--- config.mk ---
export PLATFORM = sky130hd
export DESIGN_NAME = parking_exit_gate
export DESIGN_NICKNAME = d
export VERILOG_FILES = /design/src/rtl/parking_exit_gate.sv
export SDC_FILE = /design/constraint.sdc
export NUM_CORES = 1
export LEC_CHECK = 0
export ABC_AREA = 1
export ABC_CLOCK_PERIOD_IN_PS = 2800
export BUFFER_PORTS_ARGS = -buffer_cell sky130_fd_sc_hd__buf_2
export CAP_MARGIN = 40
export CORE_MARGIN = 2
export CORE_UTILIZATION = 25
export DETAILED_ROUTE_END_ITERATION = 8
export GPL_ROUTABILITY_DRIVEN = 0
export GPL_TIMING_DRIVEN = 0
export SLEW_MARGIN = 15
export SYNTH_ARGS = -nofsm -noshare
export SYNTH_HDL_FRONTEND = slang
export SYNTH_SLANG_ARGS = --single-unit
--- constraint.sdc ---
create_clock -name clk -period 2.8 [get_ports clk]
set_input_delay 0.14 -clock clk [delete_from_list [all_inputs] [get_ports clk]]
set_output_delay 0.14 -clock clk [all_outputs]
set_load 0.02 [all_outputs]
--- src/rtl/parking_exit_gate.sv ---
// Exit-side barrier controller for the parking system.
//
// A vehicle at the exit starts a code read. After WAIT_CYCLES the two 2-bit exit
// codes are sampled. A match opens the barrier until sensor_clear arrives or the
// open timer runs out. A mismatch gives a DENIED interval before the read is retried.
// The controller also tracks lot occupancy from entry pulses and confirmed exits.
//
// Optional feature: define PARKING_EXIT_RETRY_LIMIT_EN to count consecutive wrong codes.
// MAX_RETRY wrong codes in a row then lock the gate in ALARM until alarm_ack.
// Without the macro, retries are unlimited and alarm is tied low.
//
// Ports:
//   clk            system clock, rising edge
//   reset          synchronous active-high reset
//   sensor_exit    vehicle present at the exit barrier
//   sensor_clear   vehicle has passed the barrier
//   car_entered    one-cycle pulse per car admitted by the entry gate
//   alarm_ack      attendant acknowledge, leaves ALARM
//   exit_code_1/2  driver-entered exit code digits
//   gate_open      barrier open command
//   GREEN_LED      status LED, green
//   RED_LED        status LED, red
//   HEX_1, HEX_2   active-low 7-segment digits, bit0=a .. bit6=g
//   occupancy      cars currently in the lot
//   lot_full       occupancy == CAPACITY
//   alarm          high while in ALARM
module parking_exit_gate #(
  parameter int unsigned WAIT_CYCLES = 4,
  parameter int unsigned OPEN_CYCLES = 16,
  parameter int unsigned DENY_CYCLES = 4,
  parameter int unsigned MAX_RETRY   = 3,
  parameter int unsigned CAPACITY    = 8,
  parameter logic [1:0]  EXIT_CODE_1 = 2'b11,
  parameter logic [1:0]  EXIT_CODE_2 = 2'b00
) (
  input  logic                          clk,
  input  logic                          reset,
  input  logic                          sensor_exit,
  input  logic                          sensor_clear,
  input  logic                          car_entered,
  input  logic                          alarm_ack,
  input  logic [1:0]                    exit_code_1,
  input  logic [1:0]                    exit_code_2,
  output logic                          gate_open,
  output logic                          GREEN_LED,
  output logic                          RED_LED,
  output logic [6:0]                    HEX_1,
  output logic [6:0]                    HEX_2,
  output logic [$clog2(CAPACITY+1)-1:0] occupancy,
  output logic                          lot_full,
  output logic                          alarm
);

  localparam int unsigned OccW = $clog2(CAPACITY + 1);
  localparam int unsigned MaxWO = (WAIT_CYCLES > OPEN_CYCLES) ? WAIT_CYCLES : OPEN_CYCLES;
  localparam int unsigned TimerMax = (MaxWO > DENY_CYCLES) ? MaxWO : DENY_CYCLES;
  localparam int unsigned CntW = $clog2(TimerMax + 1);

  // Active-low segment patterns.
  localparam logic [6:0] SegBlank = 7'b1111111;
  localparam logic [6:0] SegP     = 7'b0001100;
  localparam logic [6:0] SegLd    = 7'b0100001;
  localparam logic [6:0] SegG     = 7'b0000010;
  localparam logic [6:0] SegLo    = 7'b0100011;
  localparam logic [6:0] SegE     = 7'b0000110;
  localparam logic [6:0] SegA     = 7'b0001000;
  localparam logic [6:0] SegL     = 7'b1000111;

  typedef enum logic [2:0] {StIdle, StReadCode, StOpen, StDenied, StAlarm} state_e;

  state_e          state_q, state_d;
  // One timer serves READ_CODE, OPEN and DENIED; it is zeroed on every state change.
  logic [CntW-1:0] cnt_q, cnt_d;
  logic [OccW-1:0] occ_q, occ_d;
  logic            dec;
  logic            code_ok;
  logic            gate_q, green_q, red_q, full_q;
  logic            red_d;
  logic [6:0]      hex1_q, hex2_q, hex1_d, hex2_d;

`ifdef PARKING_EXIT_RETRY_LIMIT_EN
  localparam int unsigned RetryW = $clog2(MAX_RETRY + 1);
  logic [RetryW-1:0] retry_q, retry_d;
  logic              alarm_q;
`else
  logic unused_alarm_ack;
  assign unused_alarm_ack = alarm_ack;
`endif

  assign code_ok = (exit_code_1 == EXIT_CODE_1) && (exit_code_2 == EXIT_CODE_2);

  always_comb begin
    state_d = state_q;
    cnt_d   = cnt_q;
    dec     = 1'b0;
`ifdef PARKING_EXIT_RETRY_LIMIT_EN
    retry_d = retry_q;
`endif
    unique case (state_q)
      StIdle: begin
        if (sensor_exit && (occ_q != '0)) begin
          state_d = StReadCode;
          cnt_d   = '0;
        end
      end
      StReadCode: begin
        if (cnt_q == CntW'(WAIT_CYCLES - 1)) begin
          cnt_d = '0;
          if (code_ok) begin
            state_d = StOpen;
`ifdef PARKING_EXIT_RETRY_LIMIT_EN
            retry_d = '0;
`endif
          end else begin
`ifdef PARKING_EXIT_RETRY_LIMIT_EN
            retry_d = retry_q + RetryW'(1);
            state_d = (retry_d == RetryW'(MAX_RETRY)) ? StAlarm : StDenied;
`else
            state_d = StDenied;
`endif
          end
        end else begin
          cnt_d = cnt_q + CntW'(1);
        end
      end
      StOpen: begin
        if (sensor_clear) begin
          state_d = StIdle;
          cnt_d   = '0;
          dec     = 1'b1;
        end else if (cnt_q == CntW'(OPEN_CYCLES - 1)) begin
          // Timed out: the car backed out, so occupancy is left alone.
          state_d = StIdle;
          cnt_d   = '0;
        end else begin
          cnt_d = cnt_q + CntW'(1);
        end
      end
      StDenied: begin
        if (cnt_q == CntW'(DENY_CYCLES - 1)) begin
          cnt_d = '0;
          if (sensor_exit) begin
            state_d = StReadCode;
          end else begin
            state_d = StIdle;
`ifdef PARKING_EXIT_RETRY_LIMIT_EN
            retry_d = '0;
`endif
          end
        end else begin
          cnt_d = cnt_q + CntW'(1);
        end
      end
      StAlarm: begin
`ifdef PARKING_EXIT_RETRY_LIMIT_EN
        if (alarm_ack) begin
          state_d = StIdle;
          retry_d = '0;
        end
`else
        state_d = StIdle;
`endif
      end
      default: state_d = StIdle;
    endcase
  end

  // Entry and exit in the same cycle cancel, even when the lot is full.
  always_comb begin
    occ_d = occ_q;
    if (dec && (occ_q != '0)) begin
      if (!car_entered) occ_d = occ_q - OccW'(1);
    end else if (car_entered && (occ_q != OccW'(CAPACITY))) begin
      occ_d = occ_q + OccW'(1);
    end
  end

  // Outputs are decoded from the next state so they change together with state_q.
  always_comb begin
    hex1_d = SegBlank;
    hex2_d = SegBlank;
    red_d  = 1'b0;
    unique case (state_d)
      StReadCode: begin hex1_d = SegP; hex2_d = SegLd; red_d = 1'b1; end
      StOpen:     begin hex1_d = SegG; hex2_d = SegLo; end
      StDenied: begin
        hex1_d = SegE;
        hex2_d = SegE;
        red_d  = (state_q == StDenied) ? ~red_q : 1'b1;
      end
      StAlarm:    begin hex1_d = SegA; hex2_d = SegL; red_d = 1'b1; end
      default:    ;
    endcase
  end

  always_ff @(posedge clk) begin
    if (reset) begin
      state_q <= StIdle;
      cnt_q   <= '0;
      occ_q   <= '0;
      gate_q  <= 1'b0;
      green_q <= 1'b0;
      red_q   <= 1'b0;
      full_q  <= 1'b0;
      hex1_q  <= SegBlank;
      hex2_q  <= SegBlank;
`ifdef PARKING_EXIT_RETRY_LIMIT_EN
      retry_q <= '0;
      alarm_q <= 1'b0;
`endif
    end else begin
      state_q <= state_d;
      cnt_q   <= cnt_d;
      occ_q   <= occ_d;
      gate_q  <= (state_d == StOpen);
      green_q <= (state_d == StOpen);
      red_q   <= red_d;
      full_q  <= (occ_d == OccW'(CAPACITY));
      hex1_q  <= hex1_d;
      hex2_q  <= hex2_d;
`ifdef PARKING_EXIT_RETRY_LIMIT_EN
      retry_q <= retry_d;
      alarm_q <= (state_d == StAlarm);
`endif
    end
  end

  assign gate_open = gate_q;
  assign GREEN_LED = green_q;
  assign RED_LED   = red_q;
  assign HEX_1     = hex1_q;
  assign HEX_2     = hex2_q;
  assign occupancy = occ_q;
  assign lot_full  = full_q;
`ifdef PARKING_EXIT_RETRY_LIMIT_EN
  assign alarm     = alarm_q;
`else
  assign alarm     = 1'b0;
`endif

endmodule

* Yosys cells after proc, flatten, opt, wreduce, memory -nomap -nowiden
Cells that the tools add are included.
** Storage, ports and cells
- Flip-flop bits (word level) :: 29
- Input bits :: 10
- Output and inout bits :: 23
- Word-level logic and storage cells :: 58
** Operators by class
- Add/sub/neg operators :: 3
- Eq/ne operators :: 13
- Multiplexer cells :: 22
- Bitwise operators :: 1
- Reductions and logical operators :: 11
** Operators with widths (count)
- one-hot mux 7 bit (4 select lines) :: 2
- two-way mux 5 bit :: 4
- two-way mux 3 bit :: 5
- one-hot mux 5 bit (3 select lines) :: 1
- == test 3 x 2 -> 1 bit (second input constant) :: 4
- two-way mux 4 bit :: 3
- one-hot mux 3 bit (4 select lines) :: 1
- == test 3 x 1 -> 1 bit (second input constant) :: 2
- adder 5 x 1 -> 5 bit (second input constant) :: 1
- == test 5 x 2 -> 1 bit (second input constant) :: 1
- == test 5 x 4 -> 1 bit (second input constant) :: 1
- two-way mux 1 bit :: 5
- adder 4 x 1 -> 4 bit (second input constant) :: 1
- == test 4 bit (second input constant) :: 1
- logical AND 1 bit :: 4
- != test 4 bit (second input constant) :: 1
- nonzero test 4 bit :: 1
- OR reduction 2 bit :: 2
- subtractor 4 x 1 -> 4 bit (second input constant) :: 1
- == test 3 bit (second input constant) :: 1
- zero test 3 bit :: 1
- nonzero test 3 bit :: 1
- == test 2 bit (second input constant) :: 1
- zero test 2 bit :: 1
- other kinds (4) :: 4

* Longest topological paths before layout
Gate-level depths: netlist (run 1).
- Depth in word-level cells :: 8
- Mapped depth :: 12
- Mapped depth without buffers :: 12

* Least setup slack after synthesis (run 1)
No wires, ideal clock.
- Path kind :: reg-to-reg
- Start point :: register occ_q[0], in the netlist occupancy[0]
- End point :: register hex1_q[1], in the netlist HEX_1[1]
- Setup time :: 117 ps
- Arrival :: 1504 ps
- Required time :: 2683 ps
- Path slack :: 1179 ps
- Cell stages (with the launch flop) :: 11
- Buffers on the path :: 0
- Period minus slack after synthesis :: 1621 ps
- Cell sequence :: dfxtp_1 inv_1 ha_1 nand3_2 nand2_1 nor2_2 inv_1 nand3_2 nand2_2 inv_2 nand2_1
** Between the ends
- Word-level cells in the longest chain between the ends :: 6
- Elaborated cells on any way between the ends :: 9
** RTL lines
- from (decl) :: line 74 : logic [OccW-1:0] occ_q, occ_d;
- from (signal assigned) :: line 200 : occ_q <= '0;
- from (signal assigned) :: line 214 : occ_q <= occ_d;
- nonzero test 4 bit * :: line 101 : if (sensor_exit && (occ_q != '0)) begin
- logical AND 1 bit * :: line 101
- two-way mux 3 bit * :: line 101
- one-hot mux 3 bit (4 select lines) * :: line 99 : unique case (state_q)
- == test 3 bit, or another cell as far along :: line 183 : unique case (state_d)
- one-hot mux 7 bit (4 select lines) * :: line 183
- to (signal assigned) :: line 205 : hex1_q <= SegBlank;
- to (decl) :: line 79 : logic [6:0] hex1_q, hex2_q, hex1_d, hex2_d;
Every way passes the cells marked *; elsewhere a longest branch is shown, timed or not.
A chain may end at the register's enable or synchronous reset.

* Worst setup path after layout (run 1)
- Start point :: register cnt_q[0]
- End point :: register hex2_q[2], in the netlist HEX_2[2]
** Between the ends
- Word-level cells in the longest chain between the ends :: 6
- Elaborated cells on any way between the ends :: 12
** RTL lines
- from (decl) :: line 73 : logic [CntW-1:0] cnt_q, cnt_d;
- from (signal assigned) :: line 213 : cnt_q <= cnt_d;
- == test 5 x 4 -> 1 bit :: line 131 : end else if (cnt_q == CntW'(OPEN_CYCLES - 1)) begin
- two-way mux 3 bit :: line 131
- two-way mux 3 bit :: line 127 : if (sensor_clear) begin
- one-hot mux 3 bit (4 select lines) * :: line 99
- == test 3 bit, or another cell as far along :: line 183
- one-hot mux 7 bit (4 select lines) * :: line 183
- to (signal assigned) :: line 206 : hex2_q <= SegBlank;
- to (decl) :: line 79
Marks and branches as above.

==> results of run 1 <==
==> metal layers <==
metal	wire, µm	vias up
li1	-	669
met1	1230	536
met2	1310	21
met3	128	3
met4	10	0
met5	0	-
==> synthesized netlist by cell type, types with 2 or more instances <==
| cell | count | area [µm²] |
|---|---|---|
| nor2_1 | 12 | 45.0 |
| inv_2 | 8 | 30.0 |
| inv_1 | 19 | 71.3 |
| nand2_1 | 64 | 240 |
| nand2_2 | 4 | 25.0 |
| nand4_1 | 3 | 18.8 |
| o21ai_0 | 4 | 20.0 |
| nand2_4 | 2 | 22.5 |
| nor2_4 | 2 | 22.5 |
| ha_1 | 5 | 62.6 |
| dfxtp_1 | 24 | 480 |
| buf_4 | 7 | 52.6 |
| nand3_1 | 12 | 60.1 |
| nor2_2 | 7 | 43.8 |
| nand3_2 | 5 | 50.1 |
| a21oi_1 | 11 | 55.1 |
==> metrics by stage <==
stage	std cells	util	cell area [µm²]	setup WS, ns
6_report	300	0.316	1650	1.05
3_3_place_gp	297	0.308	1600	1.12
4_1_cts	300	0.316	1650	1.04
5_1_grt	300	0.316	1650	0.874
3_5_place_dp	297	0.308	1600	1.07
2_1_floorplan	198	-	1370	1.18
==> power by group <==
part           total (mW)  internal (mW)  switching (mW)
combinational       0.142         0.0525          0.0898
clock               0.199         0.0961           0.103
sequential          0.366          0.354          0.0121
==> worst max-delay path, stage by stage (launching register included) <==
cell	delay [ns]
dfxtp_1	0.39
ha_1	0.28
nand2_1	0.08
nor2_1	0.14
ha_1	0.17
inv_1	0.06
nand2_2	0.12
nand2_1	0.08
nor2_2	0.17
nand3_2	0.12
nand3_1	0.09
==> cell type report <==
cell class,count,area (µm²),share of cell area
plain buffers,10,72.6,0.0441
clock buffers,3,41.3,0.0251
inverters,28,108,0.0654
multi-input cells,136,711,0.432
flip-flops and latches,24,480,0.292
well taps,70,87.6,0.0532
repair buffers,29,145,0.0882
==> sequential cells by signal (all words and copies together), names as in the netlist <==
| name | flops |
|---|---|
| RED_LED | 1 |
| state_q | 3 |
| occupancy | 4 |
| HEX_2 | 5 |
| GREEN_LED | 1 |
| lot_full | 1 |
| cnt_q | 5 |
| HEX_1 | 4 |
==> logic make-up after synthesis <==
logic type / Yosys count / share of synthesized area
flip-flops: 24 / 0.351
XOR/XNOR: 1 / 0.00641
AND/OR/NAND/NOR: 113 / 0.407
buffers and inverters: 38 / 0.132
adder cells (fa/ha/maj): 5 / 0.0457
AO/OA/AOI/OAI: 15 / 0.0549
other: 1 / 0.00274
==> worst max-delay path by stage <==
stage / start / to / slack, ns / cells past startpoint
2_1_floorplan: occupancy[0] / HEX_1[1] / 1.18 / 10
6_report: cnt_q[0] / HEX_2[2] / 1.05 / 10
5_1_grt: cnt_q[0] / HEX_2[6] / 0.87 / 10
3_5_place_dp: cnt_q[0] / HEX_2[2] / 1.07 / 10
4_1_cts: cnt_q[0] / HEX_2[2] / 1.04 / 10
3_3_place_gp: occupancy[0] / HEX_1[1] / 1.12 / 10
==> run metrics, run 1 <==
Area growth syn-to-layout=20.3%; largest net degree at the start of global routing=13; Worst-path clk slew=0.08 ns; Post-synth EDFFs=0; min-delay worst type=in2reg; total core area=5200 µm²; Fin Clk Skew=0.00660 ns; Max Cap Viol=0; M2 GR Usage=0.175; met3 Usage GRT=0.0291; Pins Over Slew Limit=0; RSZ-0062 raised after global routing=false; vias in the first global route=1098; pwr dens=430 nW/µm²; GRT met1 Usage=0.101; clock sink count=24; root buf cell=clkbuf_8; initial antenna violation count=0; Cell Area, Synth=1370 µm²; WL per Instance=8.94 µm; DIE WIDTH=78.0 µm; Hold Path Stages=2; final antenna-violating net count=0; FILL cells=587; busiest grt layer=met2; sequential share of the synthesized area=0.351; Initial Util=0.263; Hold EP=cnt_q[0]; final setup fails=0; total power=708 µW; crit path kind=reg2reg; total wire length=2680 µm; H-tree depth=1; Critical R2R Launch=cnt_q[0]; synth unique cells=24; cts repair resizes=0; R2R setup slack=1.05 ns; DR iter-0 viols=38; first-pass GRT wire length=4600 µm; share of layout cells above drive strength 1=0.309; Post-synth top flop=dfxtp_1; most frequent cells in the layout=nand2_1, buf_2, dfxtp_1; Antenna diodes=0; cts hold-fix bufs=0; Max Root-Sink Buffers=2; Max VDD drop=0.139 mV; critical path capture point type=flop; PortBufs=29; TNS Setup=0 ns; I/O Pins=33; die area=6080 µm²; worst-path maximum fanout=5; post-DR vias/cell=4.10; total CTS buffers=3; most common cell after layout, fill and taps aside=nand2_1; Synth Instances=197; clk_lat worst skew=0.26 ns; DRC=0; yosys warns=0; Synth Area per Inst=6.94 µm²; Fin. Hold Viols=0; Leak=0.827 nW; FMAX=572 MHz; dpl hpwl=2180 µm; number of synthesized register bits=24; reg-to-reg critical path endpoint=HEX_2[2]; Vias=1229; CP Launch Type=flop; hold path startpoint=reset; R2R depth=10; final worst-path cycle share=0.624; grt ovf=0; Data arrival, critical path=1.95 ns; run status=complete, no violations; GRT Resource Usage Total=0.0916; CTS tree=done; First-pass DRT Iterations=4; number of setup buffers added after CTS=0; Std-Cell Rows=26; Worst EP required=3.00 ns; Die Y=78.0 µm; Hold WS=0.253 ns; minimum clock period=1.75 ns; fraction of registers with async set/reset=0; Total Nets Final=247
No activity file was read; power rests on OpenSTA's default activity.
==> run 2: changes to the inputs <==
ABC_CLOCK_PERIOD_IN_PS = 1510   (was 2800)
clock period = 1.51 ns   (was 2.8 ns; I/O delays follow)
==> run 2 against run 1 <==
  * Core utilization up 4.8 points
  * Clock power grew to 2.8 times the previous value
  * Setup slack got worse by 0.99 ns
  * Non-clock buffer count is 9 higher
  * Total power is 120% higher
  * Largest cell class unchanged
  * Clock-buffer cell count unchanged
  * Largest power group unchanged
  * Sequential share of layout area fell by 3.0 points
  * Combinational power is 120% higher
  * Hold slack worse by 0.071 ns
  * Final cell count rose by 3.3%
  * Sequential power increased by 84%
  * Register-to-register slack worse by 0.99 ns
==> run metrics, run 2 (synthesis gave the netlist of run 1 again) <==
share of total power in the clock network=0.358 (was 0.282); Area growth syn-to-layout=38.4% (was 20.3%); total wire length=2940 µm (was 2680 µm); share of layout cells above drive strength 1=0.421 (was 0.309); most common cell after layout, fill and taps aside=nand2_1 (unchanged); WL per Instance=9.48 µm (was 8.94 µm); Net Sw Frac=0.265 (was 0.290); I/O Pins=33 (unchanged); largest net degree at the start of global routing=15 (was 13); Die Y=78.0 µm (unchanged); DRC=0 (unchanged); clk_lat worst skew=0.26 ns (about the same); total core area=5200 µm² (unchanged); FMAX=689 MHz (was 572 MHz); Fin. Hold Viols=0 (unchanged); final worst-path cycle share=0.962 (was 0.624); critical path capture point type=flop (unchanged); worst-path maximum fanout=4 (was 5); RSZ-0062 raised after global routing=true (was false); total power=1.54 mW (was 708 µW); pwr dens=815 nW/µm² (was 430 nW/µm²); CP Launch Type=flop (unchanged); minimum clock period=1.45 ns (was 1.75 ns); Place WS=-0.195 ns (was 1.07 ns); Leak=0.918 nW (was 0.827 nW); DIE WIDTH=78.0 µm (unchanged); Max VDD drop=0.346 mV (was 0.139 mV); WP depth=10 (unchanged); CP max-delay cell=dfxtp_4 (was dfxtp_1); root buf cell=clkbuf_8 (unchanged); R2R setup slack=0.06 ns (was 1.05 ns); H-tree depth=1 (unchanged); TNS Setup=0 ns (unchanged); Top Family by Delay on Critical Path=simple AND/OR/NAND/NOR gates (unchanged); cts hold-fix bufs=0 (unchanged); Buf/Inv on CP=2 (was 1); Total Nets Final=256 (was 247); Data arrival, critical path=1.61 ns (was 1.95 ns); final antenna-violating net count=0 (unchanged); FILL cells=555 (was 587); Seq pwr share=0.437 (was 0.517); Max Root-Sink Buffers=2 (unchanged); utilization after layout=0.364 (was 0.316); First-pass DRT Iterations=4 (unchanged); Vias=1251 (was 1229); end of the critical path=HEX_2[1] (was HEX_2[2]); clock sink count=24 (unchanged); post-DR vias/cell=4.04 (was 4.10); grt ovf=0 (unchanged); Pins Over Slew Limit=0 (unchanged); crit path kind=reg2reg (unchanged); Max Cap Viol=0 (unchanged); reg-to-reg critical path endpoint=HEX_2[1] (was HEX_2[2]); PortBufs=29 (unchanged); first-pass GRT wire length=4910 µm (was 4600 µm); R2R depth=10 (unchanged); Initial Util=0.263 (unchanged); initial antenna violation count=0 (unchanged); min-delay worst type=in2reg (unchanged); GRT Resource Usage Total=0.0974 (was 0.0916); final setup fails=0 (unchanged); vias in the first global route=1116 (was 1098); Int Power=1.13 mW (was 503 µW); Worst EP required=1.67 ns (was 3.00 ns); die area=6080 µm² (unchanged); CP Cell Sequence=ha_4 > nand2_4 > nor2_4 > ha_4 > inv_2 > nand2_4 > nand2_2 > nor2_4 > buf_6 > nand2_1 (was ha_1 > nand2_1 > nor2_1 > ha_1 > inv_1 > nand2_2 > nand2_1 > nor2_2 > nand3_2 > nand3_1); logic gate share of total power=0.205 (was 0.201); Hold WS=0.182 ns (was 0.253 ns); Final Worst Setup Slack=0.0577 ns (was 1.05 ns); switching power=409 µW (was 205 µW); total CTS buffers=3 (unchanged); CTS tree=done (unchanged); run status=complete, no violations (unchanged); Fin Clk Skew=0.00355 ns (was 0.00660 ns); Critical R2R Launch=cnt_q[1] (was cnt_q[0]); dpl hpwl=2230 µm (was 2180 µm); crit path from=cnt_q[1] (was cnt_q[0]); DR iter-0 viols=18 (was 38); most frequent cells in the layout=nand2_1, buf_2, dfxtp_1 (unchanged); Antenna diodes=0 (unchanged); CP peak stage delay=0.38 ns (was 0.39 ns); Std-Cell Rows=26 (unchanged); Worst-path clk slew=0.08 ns (about the same)
-- run 2: cell count changes in the layout (fill, tap and decap cells not counted), moves of 4 or more --
cell / previous run / this run
nor2_4: 2 / 7
dfxtp_1: 24 / 19
nand2_1: 64 / 58
nor2_2: 7 / 3
dfxtp_4: 0 / 4
buf_4: 7 / 15
-- run 2: cell type report --
cell class                 instances  area [µm²]  area share
sequential                        24         497       0.262
timing repair buffer              38         216       0.114
clock inverter                     1        30.0      0.0159
inverter                          28         110      0.0582
clock buffer                       3        41.3      0.0218
buffer                            10        72.6      0.0383
tap                               70        87.6      0.0463
multi-input combinational        136         838       0.443
-- run 2: per-layer routing --
metal | vias to the layer above | GRT usage | routed length (µm)
met5 | - | 0 | 0
met4 | 0 | 0.00526 | 0
met3 | 0 | 0.0291 | 114
met2 | 19 | 0.177 | 1530
met1 | 550 | 0.119 | 1300
li1 | 682 | - | -
-- run 2: power by group through the flow --
| stage | logic (mW) | registers, mW | clock network [mW] |
|---|---|---|---|
| final | 0.316 | 0.675 | 0.553 |
| after detailed placement | 0.266 | 0.696 | 0 |
| after global routing | 0.358 | 0.680 | 0.602 |
| after CTS | 0.270 | 0.680 | 0.572 |
| after global placement | 0.263 | 0.696 | 0 |
| after floorplan | 0.173 | 0.717 | 0 |
-- run 2: how the worst min path moves through the flow --
stage | startpoint | endpoint | depth (start not counted)
2_1_floorplan | sensor_clear | cnt_q[2] | 3
3_3_place_gp | RED_LED | RED_LED | 1
3_5_place_dp | RED_LED | RED_LED | 1
4_1_cts | reset | cnt_q[0] | 2
5_1_grt | reset | cnt_q[4] | 2
6_report | reset | cnt_q[0] | 2
-- run 2: metrics by stage --
step	cells	cell area (µm²)
floorplan	198	1370
global placement	297	1610
detailed placement	297	1610
CTS	301	1710
global route	310	1890
finish	310	1890
-- run 2: worst register-to-register path, delay by kind of cell (launching register included) --
kind,cells,cell delay (ns)
AND/OR/NAND/NOR,6,0.52
flip-flops,1,0.38
adder cells (fa/ha/maj),2,0.29
buffers and inverters,2,0.15
-- run 2: timing repair --
action,CTS,global route
setup endpoints to repair,18,19
setup buffers,0,10
resized for setup,10,28
pin swaps,0,5
==> run 3: changes to the inputs <==
RECOVER_POWER = 50   (was unset)
==> run 3 against run 2 <==
  * Non-clock buffer count is the same
  * Combinational power fell by 2%
  * Clock skew hardly changed
  * Hold slack hardly changed
  * Clock power hardly changed
  * Setup slack improved by 0.00062 ns
  * Critical path depth is the same
  * First-iteration DRC count rose by 5.6%
  * Clock-buffer cell count did not move
  * Die area unchanged
  * Total power is 0.35% lower
  * Sequential cell count unchanged
==> run metrics, run 3 (synthesis gave the netlist of run 1 again) <==
run status=complete, no violations (unchanged); minimum clock period=1.45 ns (about the same); Die Y=78.0 µm (unchanged); busiest grt layer=met2 (unchanged); WL per Instance=9.50 µm (was 9.48 µm); First-pass DRT Iterations=4 (unchanged); clock sink count=24 (unchanged); CP Launch Type=flop (unchanged); root buf cell=clkbuf_8 (unchanged); final antenna-violating net count=0 (unchanged); DR iter-0 viols=19 (was 18); DRC=0 (unchanged); total core area=5200 µm² (unchanged); Max VDD drop=0.346 mV (about the same); share of layout cells above drive strength 1=0.338 (was 0.421); M2 GR Usage=0.177 (unchanged); post-DR vias/cell=4.02 (was 4.04); Area growth syn-to-layout=36.6% (was 38.4%); grt ovf=0 (unchanged); clk_lat worst skew=0.26 ns (about the same); Hold Path Stages=2 (unchanged); Worst EP required=1.67 ns (about the same); min-delay worst type=in2reg (unchanged); Fin. Hold Viols=0 (unchanged); H-tree depth=1 (unchanged); met3 Usage GRT=0.0291 (unchanged); Pins Over Slew Limit=0 (unchanged); CP max-delay cell=dfxtp_4 (unchanged); Net Sw Frac=0.267 (was 0.265); total power=1.54 mW (about the same); logic gate share of total power=0.201 (was 0.205); FMAX=689 MHz (about the same); vias in the first global route=1116 (unchanged); final setup fails=0 (unchanged); Seq pwr share=0.439 (was 0.437); Antenna diodes=0 (unchanged); Int Power=1.13 mW (about the same); CP peak stage delay=0.38 ns (about the same); crit path kind=reg2reg (unchanged); share of total power in the clock network=0.360 (was 0.358); final worst-path cycle share=0.961 (was 0.962); CTS tree=done (unchanged); R2R depth=10 (unchanged); switching power=410 µW (was 409 µW); initial antenna violation count=0 (unchanged); Vias=1245 (was 1251); Initial Util=0.263 (unchanged); Total Nets Final=256 (unchanged); Max Cap Viol=0 (unchanged); largest net degree at the start of global routing=15 (unchanged); total wire length=2940 µm (about the same); Leak=0.873 nW (was 0.918 nW); total CTS buffers=3 (unchanged); most common cell after layout, fill and taps aside=nand2_1 (unchanged); Data arrival, critical path=1.61 ns (about the same); Max Root-Sink Buffers=2 (unchanged); Hold WS=0.182 ns (about the same); RSZ-0062 raised after global routing=true (unchanged); dpl hpwl=2230 µm (unchanged); Std-Cell Rows=26 (unchanged); GRT met1 Usage=0.119 (unchanged); PortBufs=29 (unchanged); worst-path maximum fanout=4 (unchanged); Worst-path clk slew=0.08 ns (about the same); critical path capture point type=flop (unchanged); die area=6080 µm² (unchanged); TNS Setup=0 ns (unchanged); pwr dens=823 nW/µm² (was 815 nW/µm²); DIE WIDTH=78.0 µm (unchanged); CP Cell Sequence=ha_4 > nand2_4 > nor2_4 > ha_4 > inv_2 > nand2_4 > nand2_2 > nor2_4 > buf_6 > nand2_1 (unchanged); GRT Resource Usage Total=0.0974 (unchanged); I/O Pins=33 (unchanged); most frequent cells in the layout=nand2_1, clkbuf_1, dfxtp_1 (was nand2_1, buf_2, dfxtp_1); FILL cells=570 (was 555); Fin Clk Skew=0.00311 ns (was 0.00355 ns); first-pass GRT wire length=4910 µm (unchanged); R2R setup slack=0.06 ns (about the same)
[run 3: changes by cell type in the layout (fill, tap and decap cells not counted), sizes merged]
cell,previous run,this run
clkbuf,3,23
buf,48,28
[run 3: repair_timing]
item                                    4_1_cts  5_1_grt
gates cloned                                  0        0
pin swaps                                     0        5
hold buffers                                  0        0
setup buffers                                 0       10
endpoints found under the setup margin       18       19
resized for setup                            10       28
hold endpoints to repair                      0        0
[run 3: worst paths after layout]
path              startpoint       end
setup / recovery    cnt_q[1]  HEX_2[1]
hold / removal         reset  cnt_q[0]
setup reg to reg    cnt_q[1]  HEX_2[1]
hold reg to reg      RED_LED   RED_LED
[run 3: worst max-delay path: cells and delay by family, from the launching register on]
family	cells	cell delay, ns
fa+ha+maj	2	0.29
buf+inv	2	0.15
flops	1	0.38
simple gates	6	0.52
[run 3: metal layers]
metal  part of all wire  up-vias
met1               0.44      546
met2               0.52       17
met3              0.040        0
li1                   -      682
met5                  0        -
met4                  0        0
[run 3: power by group through the flow]
| stage | Clock, mW | Combinational (mW) | Sequential, mW |
|---|---|---|---|
| final | 0.554 | 0.309 | 0.675 |
| after global routing | 0.602 | 0.352 | 0.680 |
| after CTS | 0.572 | 0.270 | 0.680 |
| after detailed placement | 0 | 0.266 | 0.696 |
| after global placement | 0 | 0.263 | 0.696 |
| after floorplan | 0 | 0.173 | 0.717 |
[run 3: per-stage QoR]
| step | std cells | setup WS, ns | utilization | area [µm²] |
|---|---|---|---|---|
| 6_report | 310 | 0.0583 | 0.359 | 1870 |
| 5_1_grt | 310 | -0.0392 | 0.359 | 1870 |
| 4_1_cts | 301 | -0.00899 | 0.329 | 1710 |
| 3_5_place_dp | 297 | -0.195 | 0.309 | 1610 |
| 3_3_place_gp | 297 | -0.168 | 0.309 | 1610 |
| 2_1_floorplan | 198 | 0.00709 | - | 1370 |
[run 3: cell type report]
| type | instances | area, µm² | area share |
|---|---|---|---|
| timing repair buffer | 38 | 191 | 0.102 |
| inverter | 28 | 110 | 0.0589 |
| tap | 70 | 87.6 | 0.0469 |
| multi-input combinational | 136 | 838 | 0.449 |
| clock inverter | 1 | 30.0 | 0.0161 |
| buffer | 10 | 72.6 | 0.0388 |
| sequential | 24 | 497 | 0.266 |
| clock buffer | 3 | 41.3 | 0.0221 |
